`src/rtl/microcode_sequencer_pkg.sv`:
```
// Shared control-word layout, opcode map and sequencer state type for the 8-bit bus CPU.
// Bit positions of ctrl_bit_e are the ctrl output bit indices.
package microcode_sequencer_pkg;

  typedef enum logic [4:0] {
    HLT, MI, RI, RO, IO, II, AI, AO, EO, SU, BI, OI, CE, CO, J, FI, SR
  } ctrl_bit_e;

  localparam int CTRL_BITS = 17;

  localparam int OP_NOP = 0;
  localparam int OP_LDA = 1;
  localparam int OP_ADD = 2;
  localparam int OP_SUB = 3;
  localparam int OP_STA = 4;
  localparam int OP_LDI = 5;
  localparam int OP_JMP = 6;
  localparam int OP_JC  = 7;
  localparam int OP_JZ  = 8;
  localparam int OP_OUT = 14;
  localparam int OP_HLT = 15;

  typedef enum logic {ST_RUN, ST_HALTED} seq_state_e;

  function automatic logic [CTRL_BITS-1:0] cw(ctrl_bit_e b);
    logic [CTRL_BITS-1:0] m;
    m    = '0;
    m[b] = 1'b1;
    return m;
  endfunction

  localparam logic [CTRL_BITS-1:0] FETCH_T0 = cw(CO) | cw(MI);
  localparam logic [CTRL_BITS-1:0] FETCH_T1 = cw(RO) | cw(II) | cw(CE);

endpackage

```
`src/rtl/microcode_sequencer_if.sv`:
```
// Bundle between the sequencer and the IR/ALU/datapath: opcode and ALU status in, control word and status out.
interface microcode_sequencer_if
  import microcode_sequencer_pkg::*;
#(
  parameter int OPCODE_W = 4,
  parameter int STEP_W   = 3,
  parameter int CTRL_W   = CTRL_BITS
);
  logic [OPCODE_W-1:0] opcode;
  logic                alu_carry;
  logic                alu_zero;
  logic [CTRL_W-1:0]   ctrl;
  logic [STEP_W-1:0]   step;
  logic                halted;
  logic                flag_c;
  logic                flag_z;

  modport master (
    input  opcode, alu_carry, alu_zero,
    output ctrl, step, halted, flag_c, flag_z
  );

  modport slave (
    output opcode, alu_carry, alu_zero,
    input  ctrl, step, halted, flag_c, flag_z
  );
endinterface

```
`src/rtl/microcode_sequencer_rom.sv`:
```
// Combinational microcode: {opcode, step, flags} -> control word including the internal SR bit.
// Unlisted steps read as all-zero words; the step counter wraps past them.
module microcode_sequencer_rom
  import microcode_sequencer_pkg::*;
#(
  parameter int OPCODE_W = 4,
  parameter int STEP_W   = 3,
  parameter int CTRL_W   = CTRL_BITS
) (
  input  logic [OPCODE_W-1:0] i_opcode,
  input  logic [STEP_W-1:0]   i_step,
  input  logic                i_flag_c,
  input  logic                i_flag_z,
  output logic [CTRL_W-1:0]   o_ctrl
);

  logic [31:0]          w_op;
  logic [31:0]          w_st;
  logic [CTRL_BITS-1:0] w_word;

  assign w_op = 32'(i_opcode);
  assign w_st = 32'(i_step);

  always_comb begin
    w_word = '0;
    if (w_st == 0) begin
      w_word = FETCH_T0;
    end else if (w_st == 1) begin
      w_word = FETCH_T1;
    end else begin
      case (w_op)
        OP_LDA: case (w_st)
          2: w_word = cw(IO) | cw(MI);
          3: w_word = cw(RO) | cw(AI);
          4: w_word = cw(SR);
          default: ;
        endcase
        OP_ADD, OP_SUB: case (w_st)
          2: w_word = cw(IO) | cw(MI);
          3: w_word = cw(RO) | cw(BI);
          4: w_word = cw(EO) | cw(AI) | cw(FI) | ((w_op == OP_SUB) ? cw(SU) : '0);
          5: w_word = cw(SR);
          default: ;
        endcase
        OP_STA: case (w_st)
          2: w_word = cw(IO) | cw(MI);
          3: w_word = cw(AO) | cw(RI);
          4: w_word = cw(SR);
          default: ;
        endcase
        OP_LDI: case (w_st)
          2: w_word = cw(IO) | cw(AI);
          3: w_word = cw(SR);
          default: ;
        endcase
        OP_JMP: case (w_st)
          2: w_word = cw(IO) | cw(J);
          3: w_word = cw(SR);
          default: ;
        endcase
        // A not-taken branch is an empty step, keeping every instruction's length fixed.
        OP_JC: case (w_st)
          2: w_word = i_flag_c ? (cw(IO) | cw(J)) : '0;
          3: w_word = cw(SR);
          default: ;
        endcase
        OP_JZ: case (w_st)
          2: w_word = i_flag_z ? (cw(IO) | cw(J)) : '0;
          3: w_word = cw(SR);
          default: ;
        endcase
        OP_OUT: case (w_st)
          2: w_word = cw(AO) | cw(OI);
          3: w_word = cw(SR);
          default: ;
        endcase
        OP_HLT: if (w_st == 2) w_word = cw(HLT);
        OP_NOP: if (w_st == 2) w_word = cw(SR);
        default: if (w_st == 2) w_word = cw(SR);
      endcase
    end
  end

  assign o_ctrl = CTRL_W'(w_word);

endmodule

```
`src/rtl/microcode_sequencer.sv`:
```
// Step counter and halt FSM (negedge), flag register (posedge) and control-word masking around the ROM.
// Stepping on negedge settles ctrl half a cycle before the datapath samples it.
module microcode_sequencer
  import microcode_sequencer_pkg::*;
#(
  parameter int OPCODE_W  = 4,
  parameter int STEP_W    = 3,
  parameter int MAX_STEPS = 8,
  parameter int CTRL_W    = CTRL_BITS
) (
  input  logic                  clk,
  input  logic                  rst,
  microcode_sequencer_if.master bus
);

  seq_state_e          r_state;
  logic [STEP_W-1:0]   r_step;
  logic                r_flag_c;
  logic                r_flag_z;
  logic [CTRL_W-1:0]   w_rom;
  logic [CTRL_W-1:0]   w_ctrl;

  microcode_sequencer_rom #(
    .OPCODE_W (OPCODE_W),
    .STEP_W   (STEP_W),
    .CTRL_W   (CTRL_W)
  ) u_rom (
    .i_opcode (bus.opcode),
    .i_step   (r_step),
    .i_flag_c (r_flag_c),
    .i_flag_z (r_flag_z),
    .o_ctrl   (w_rom)
  );

  always_comb begin
    w_ctrl = '0;
    if (!rst) begin
      if (r_state == ST_HALTED) w_ctrl[HLT] = 1'b1;
      else                      w_ctrl      = w_rom;
    end
  end

  always_ff @(negedge clk) begin
    if (rst) begin
      r_state <= ST_RUN;
      r_step  <= '0;
    end else begin
      case (r_state)
        ST_RUN: begin
          if (w_rom[HLT])
            r_state <= ST_HALTED;
          else if (w_rom[SR] || (r_step == STEP_W'(MAX_STEPS - 1)))
            r_step  <= '0;
          else
            r_step  <= r_step + 1'b1;
        end
        ST_HALTED: r_state <= ST_HALTED;
        default:   r_state <= ST_RUN;
      endcase
    end
  end

  always_ff @(posedge clk) begin
    if (rst) begin
      r_flag_c <= 1'b0;
      r_flag_z <= 1'b0;
    end else if (w_ctrl[FI]) begin
      r_flag_c <= bus.alu_carry;
      r_flag_z <= bus.alu_zero;
    end
  end

  assign bus.ctrl   = w_ctrl;
  assign bus.step   = r_step;
  assign bus.halted = (r_state == ST_HALTED);
  assign bus.flag_c = r_flag_c;
  assign bus.flag_z = r_flag_z;

endmodule

```
`src/flat_wrapper.sv`:
```
// flat-port wrapper written by rule: the top's interface ports become plain ports
module microcode_sequencer_flat import microcode_sequencer_pkg::*;
#(
  parameter int OPCODE_W  = 4,
  parameter int STEP_W    = 3,
  parameter int MAX_STEPS = 8,
  parameter int CTRL_W    = CTRL_BITS
)
  (clk, rst, bus_opcode, bus_alu_carry, bus_alu_zero, bus_ctrl, bus_step, bus_halted, bus_flag_c, bus_flag_z);
  microcode_sequencer_if #(.OPCODE_W(OPCODE_W), .STEP_W(STEP_W), .CTRL_W(CTRL_W)) bus_i ();
  input  logic clk;
  input  logic rst;
  input wire logic [$bits(bus_i.opcode)-1:0] bus_opcode;
  input wire logic [$bits(bus_i.alu_carry)-1:0] bus_alu_carry;
  input wire logic [$bits(bus_i.alu_zero)-1:0] bus_alu_zero;
  output wire logic [$bits(bus_i.ctrl)-1:0] bus_ctrl;
  output wire logic [$bits(bus_i.step)-1:0] bus_step;
  output wire logic [$bits(bus_i.halted)-1:0] bus_halted;
  output wire logic [$bits(bus_i.flag_c)-1:0] bus_flag_c;
  output wire logic [$bits(bus_i.flag_z)-1:0] bus_flag_z;
  assign bus_i.opcode = bus_opcode;
  assign bus_i.alu_carry = bus_alu_carry;
  assign bus_i.alu_zero = bus_alu_zero;
  assign bus_ctrl = bus_i.ctrl;
  assign bus_step = bus_i.step;
  assign bus_halted = bus_i.halted;
  assign bus_flag_c = bus_i.flag_c;
  assign bus_flag_z = bus_i.flag_z;
  microcode_sequencer #(.OPCODE_W(OPCODE_W), .STEP_W(STEP_W), .MAX_STEPS(MAX_STEPS), .CTRL_W(CTRL_W)) u_core (.clk(clk), .rst(rst), .bus(bus_i));
endmodule
```
`config.mk`:
```
export PLATFORM = sky130hd
export DESIGN_NAME = microcode_sequencer_flat
export DESIGN_NICKNAME = d
export VERILOG_FILES = /design/src/rtl/microcode_sequencer_pkg.sv /design/src/rtl/microcode_sequencer_if.sv /design/src/rtl/microcode_sequencer_rom.sv /design/src/rtl/microcode_sequencer.sv /design/src/flat_wrapper.sv
export SDC_FILE = /design/constraint.sdc
export NUM_CORES = 1
export LEC_CHECK = 0
export ABC_AREA = 0
export CAP_MARGIN = 20
export CORE_ASPECT_RATIO = 0.75
export CORE_MARGIN = 2
export CORE_UTILIZATION = 43
export DETAILED_ROUTE_END_ITERATION = 8
export GPL_ROUTABILITY_DRIVEN = 0
export GPL_TIMING_DRIVEN = 0
export HOLD_SLACK_MARGIN = 0.15
export PLACE_DENSITY = 0.79
export SYNTH_ARGS = -nofsm -noshare
export SYNTH_HDL_FRONTEND = slang
export SYNTH_SLANG_ARGS = --single-unit
```
`constraint.sdc`:
```
create_clock -name clk -period 2.2 [get_ports clk]
set_input_delay 0.33 -clock clk [delete_from_list [all_inputs] [get_ports clk]]
set_output_delay 0.33 -clock clk [all_outputs]
set_load 0.02 [all_outputs]
```
==> results_dict.tcl, run 1 <==
set metrics [dict create \
    status "stopped before the end" \
    haltStage "global routing" \
    error "[ERROR DPL-0038] Utilization greater than 100%, impossible to legalize" \
    syn_nets 124 \
    fp.dieW_um 54.0 \
    synth_area_leaders "dfxtp_1 15%, ha_1 9.3%, nor2_1 4.7%" \
    dp_hpwl_um 2220 \
    async_flop_share_pct 0 \
    num_rows 13 \
    ys_seq_elements 6 \
    worst-ep-kind "output port" \
    crit_endpoint "bus_ctrl[6]" \
    cts_htree_levels 1 \
    syn-cell-area_um2 806 \
    synth.top_cell.area_share_pct 14.9 \
    start_util_pct 45.9 \
    ys.flop_type "dfxtp_1" \
    grt_max_degree 11 \
    dpl_cell_area_um2 1380 \
    cts_buffer_depth 2 \
    seq_area_frac_synth_pct 14.9 \
    cts.root.buffer_cell "clkbuf_4" \
    ioPinCount 31 \
    die_h_um 41.5 \
    synth-warning-count 0 \
    io_buffers 29 \
    synth.distinct_cells 46 \
    synth_edf_count 0 \
    synth_top_area_cell "dfxtp_1" \
    ctsHoldBuffers 0 \
    cts_sinks 6 \
    avgSynthCellArea_um2 7.33 \
    syn_inst 110 \
    cts_made_buffers 3 \
]
## cells in the mapped netlist, types with 3 or more instances
| master | instances |
|---|---|
| nor2_1 | 10 |
| inv_1 | 9 |
| nand2_1 | 9 |
| dfxtp_1 | 6 |
| ha_1 | 6 |
| nor3_1 | 6 |
| buf_4 | 4 |
| nand2b_1 | 4 |
| nor2b_1 | 4 |
| and3_1 | 3 |
| clkbuf_1 | 3 |
## kinds of logic after synthesis
logic type / Yosys count / synth area share [%]
multiplexers: 2 / 2.48
AO/OA/AOI/OAI: 22 / 22.8
XOR/XNOR: 2 / 2.17
flip-flops: 6 / 14.9
buffers and inverters: 18 / 10.4
adder cells (fa/ha/maj): 6 / 9.32
AND/OR/NAND/NOR: 54 / 37.9
## per-stage QoR
step | util, % | setup TNS (ns) | hold slack [ns] | std cells | setup WS, ns
floorplan | - | -11.59 | 0.402 | 110 | -0.708
global placement | 78.5 | -23.48 | 0.509 | 161 | -1.29
detailed placement | 78.5 | -24.50 | 0.524 | 161 | -1.42
CTS | 96.3 | -17.64 | 0.544 | 186 | -1.16
## what timing repair did
| action | 4_1_cts |
|---|---|
| endpoints found under the setup margin | 27 |
| buffers inserted | 18 |
| gates cloned | 0 |
| resized for setup | 154 |
| pin swaps | 15 |
==> run 2, diff against run 1 <==
Settings changed: CORE_AREA set to 2 2 63 65, CORE_ASPECT_RATIO 0.75 to not set, CORE_MARGIN 2 to not set, CORE_UTILIZATION 43 to not set, DIE_AREA set to 0 0 65 67, HOLD_SLACK_MARGIN 0.15 to not set, PLACE_DENSITY 0.79 to not set, PLACE_DENSITY_LB_ADDON set to 0.15.
==> run 2 against run 1 <==
The flow now finishes, with violations (setup timing); synthesized cell count stayed put; area after synthesis is the same.
==> results_dict.tcl, run 2 <==
set metrics [dict create \
    status "finished, violations left" \
    violations "setup timing" \
    synth_common_cells "10 x nor2_1, 9 x inv_1, 9 x nand2_1" \
    clock_latency_ns 0.29 \
    seq_area_frac_synth_pct 14.9 \
    cp_num_buf_inv 2 \
    clockPowerShare_pct 26.2 \
    layout.cells.most_common "buf_4" \
    vias 1042 \
    die_h_um 67 \
    final.setup_skew_ns 0.0621 \
    area_delta_synth_final_pct 119 \
    core_area_um2 3610 \
    swShare_pct 37.2 \
    p_sw_mw 0.281 \
    synth_area_leaders "dfxtp_1 15%, ha_1 9.3%, nor2_1 4.7%" \
    avgViaCountPerCell 4.74 \
    worstPathCellList "inv_4 > ha_4 > or3_4 > a31o_2 > a32oi_1 > a211oi_2 > buf_2" \
    num_rows 22 \
    met3_length_um 91 \
    synth.distinct_cells 46 \
    synth.top_cell.area_share_pct 14.9 \
    first_pass_iters 4 \
    cts_tree "done" \
    startpoint_type "flop" \
    grt_overflow_total 0 \
    start_util_pct 22.3 \
    drt-met1-wl_um 1330 \
    maxCapViolations 0 \
    antennaDiodeCount 0 \
    slowest_stage "dfxtp_4" \
    layout_setup_ws_ns -1.13 \
    ioPinCount 31 \
    synth-warning-count 0 \
    p_total_mw 0.756 \
    ys.flop_type "dfxtp_1" \
    ys_seq_elements 6 \
    antenna_left 0 \
    dr_wl_met2_um 1520 \
    maxSlewHeadroom_pct 67.0 \
    largest_reg_flops 3 \
    p_leak_nw 0.756 \
    grt_use_total_pct 14.4 \
    crit_path_end_kind "output port" \
    cts_buffer_depth 2 \
    synth_most_common_cell "nor2_1" \
    syn_nets 124 \
    drtIter0Drc 36 \
    grt_max_degree 11 \
    clk_pin_slew_ns 0.04 \
    syn_inst 110 \
    final_util_pct 48.9 \
    cts_htree_levels 1 \
    avgSynthCellArea_um2 7.33 \
    dp_hpwl_um 2020 \
    synth_top_area_cell "dfxtp_1" \
    crit_type "flop to output port" \
    combinationalPowerShare_pct 56.0 \
    worstPathRequired_ns 1.87 \
    drcViolationCount 0 \
    cts_made_buffers 3 \
    internal_power_mw 0.475 \
    routedWlPerCell_um 13.4 \
    layout_common_cells "27 x buf_4, 22 x buf_6, 9 x nor2_1, 8 x inv_1, 6 x nand2_1" \
    grt_pass1_vias 1014 \
    drive_above_1_share_pct 62.2 \
    dpl_cell_area_um2 1410 \
    async_flop_share_pct 0 \
    fillers 359 \
    wl_um 2950 \
    arrival_ns 3.00 \
    rsz0062_at_grt "yes" \
    p_per_area_nw_per_um2 429 \
    ir_drop_mv 0.388 \
    final_area_um2 1760 \
    fp.dieW_um 65 \
    fin_hold_ws_ns 0.541 \
    crit_family "compound AO/OA/AOI/OAI gates" \
    crit_path_max_fanout 6 \
    slew_violations 0 \
    critical-path-max-stage-delay_ns 0.38 \
    finalNetCount 187 \
    min_path_type "flop to flop" \
    final-setup-viol-count 25 \
    top_layer "met4" \
    io_buffers 29 \
    antenna_found_initial 0 \
    dpl_worst_slack_ns -1.47 \
    grt_pass1_wl_um 4900 \
    seqPwrFrac_pct 17.8 \
    syn-cell-area_um2 806 \
    die_area_um2 4360 \
    cts_sinks 6 \
    worst_slew_pin_slew_ns 0.492 \
    synth_edf_count 0 \
    cts.root.buffer_cell "clkbuf_8" \
    final_hold_viol_count 0 \
]
[run 2: cell counts after synthesis]
No cell type changed its count.
[run 2: per-stage QoR]
stage | std cells | TNS (ns)
finish | 220 | -17.10
global route | 220 | -18.82
CTS | 208 | -17.26
detailed placement | 187 | -24.51
global placement | 187 | -24.43
floorplan | 110 | -11.59
[run 2: logic make-up after synthesis]
family | Yosys count | synth area share [%]
DFF | 6 | 14.9
buffers and inverters | 18 | 10.4
AOI/OAI and AO/OA | 22 | 22.8
adders and majority gates | 6 | 9.32
and+or+nand+nor | 54 | 37.9
muxes | 2 | 2.48
xor gates and xnor gates | 2 | 2.17
[run 2: cell type report]
cell class | instances | area [um^2] | share of cell area, %
buffer | 8 | 92.6 | 5.25
clock buffer | 4 | 45.0 | 2.56
clock inverter | 4 | 15.0 | 0.852
inverter | 9 | 51.3 | 2.91
multi-input combinational | 86 | 861 | 48.8
sequential | 6 | 133 | 7.52
tap | 48 | 60.1 | 3.41
timing repair buffer | 55 | 505 | 28.7
[run 2: path summary, 6_finish.rpt]
| kind | slack, ns | cells past startpoint | to | startpoint |
|---|---|---|---|---|
| worst max-delay path | -1.13 | 7 | bus_ctrl[3] | u_core.bus.step[0]$_SDFFE_NP0P_ |
| worst min-delay path | 0.54 | 2 | u_core.bus.flag_z$_SDFFE_PP0P_ | u_core.bus.flag_z$_SDFFE_PP0P_ |
| worst max register to register | -0.40 | 7 | u_core.bus.flag_z$_SDFFE_PP0P_ | u_core.bus.step[0]$_SDFFE_NP0P_ |
| worst min register to register | 0.54 | 2 | u_core.bus.flag_z$_SDFFE_PP0P_ | u_core.bus.flag_z$_SDFFE_PP0P_ |
[run 2: power by group through the flow]
stage / clock network, mW / logic, mW / registers, mW
2_1_floorplan: 0.0140 / 0.211 / 0.143
3_3_place_gp: 0.0140 / 0.307 / 0.136
3_5_place_dp: 0.0140 / 0.307 / 0.136
4_1_cts: 0.206 / 0.369 / 0.134
5_1_grt: 0.217 / 0.458 / 0.136
6_report: 0.198 / 0.423 / 0.135
[run 2: per-layer routing]
layer	track usage [%]	vias up
li1	-	526
met2	24.2	21
met3	2.20	2
met1	18.9	493
met5	0	-
met4	4.52	0
[run 2: repair_timing]
item | CTS | global route
resized for setup | 138 | 21
pin swaps | 9 | 4
buffers inserted | 14 | 12
hold buffers | 0 | 0
endpoints found under the setup margin | 27 | 27
[run 2: worst reg2reg max path: stages (launching register included)]
cell,delay [ns]
dfxtp_4,0.36
inv_4,0.08
ha_4,0.20
nand2_4,0.08
nor4_4,0.20
buf_4,0.18
mux2i_1,0.18
nor2_1,0.05
Power figures use the tool's default switching activity.
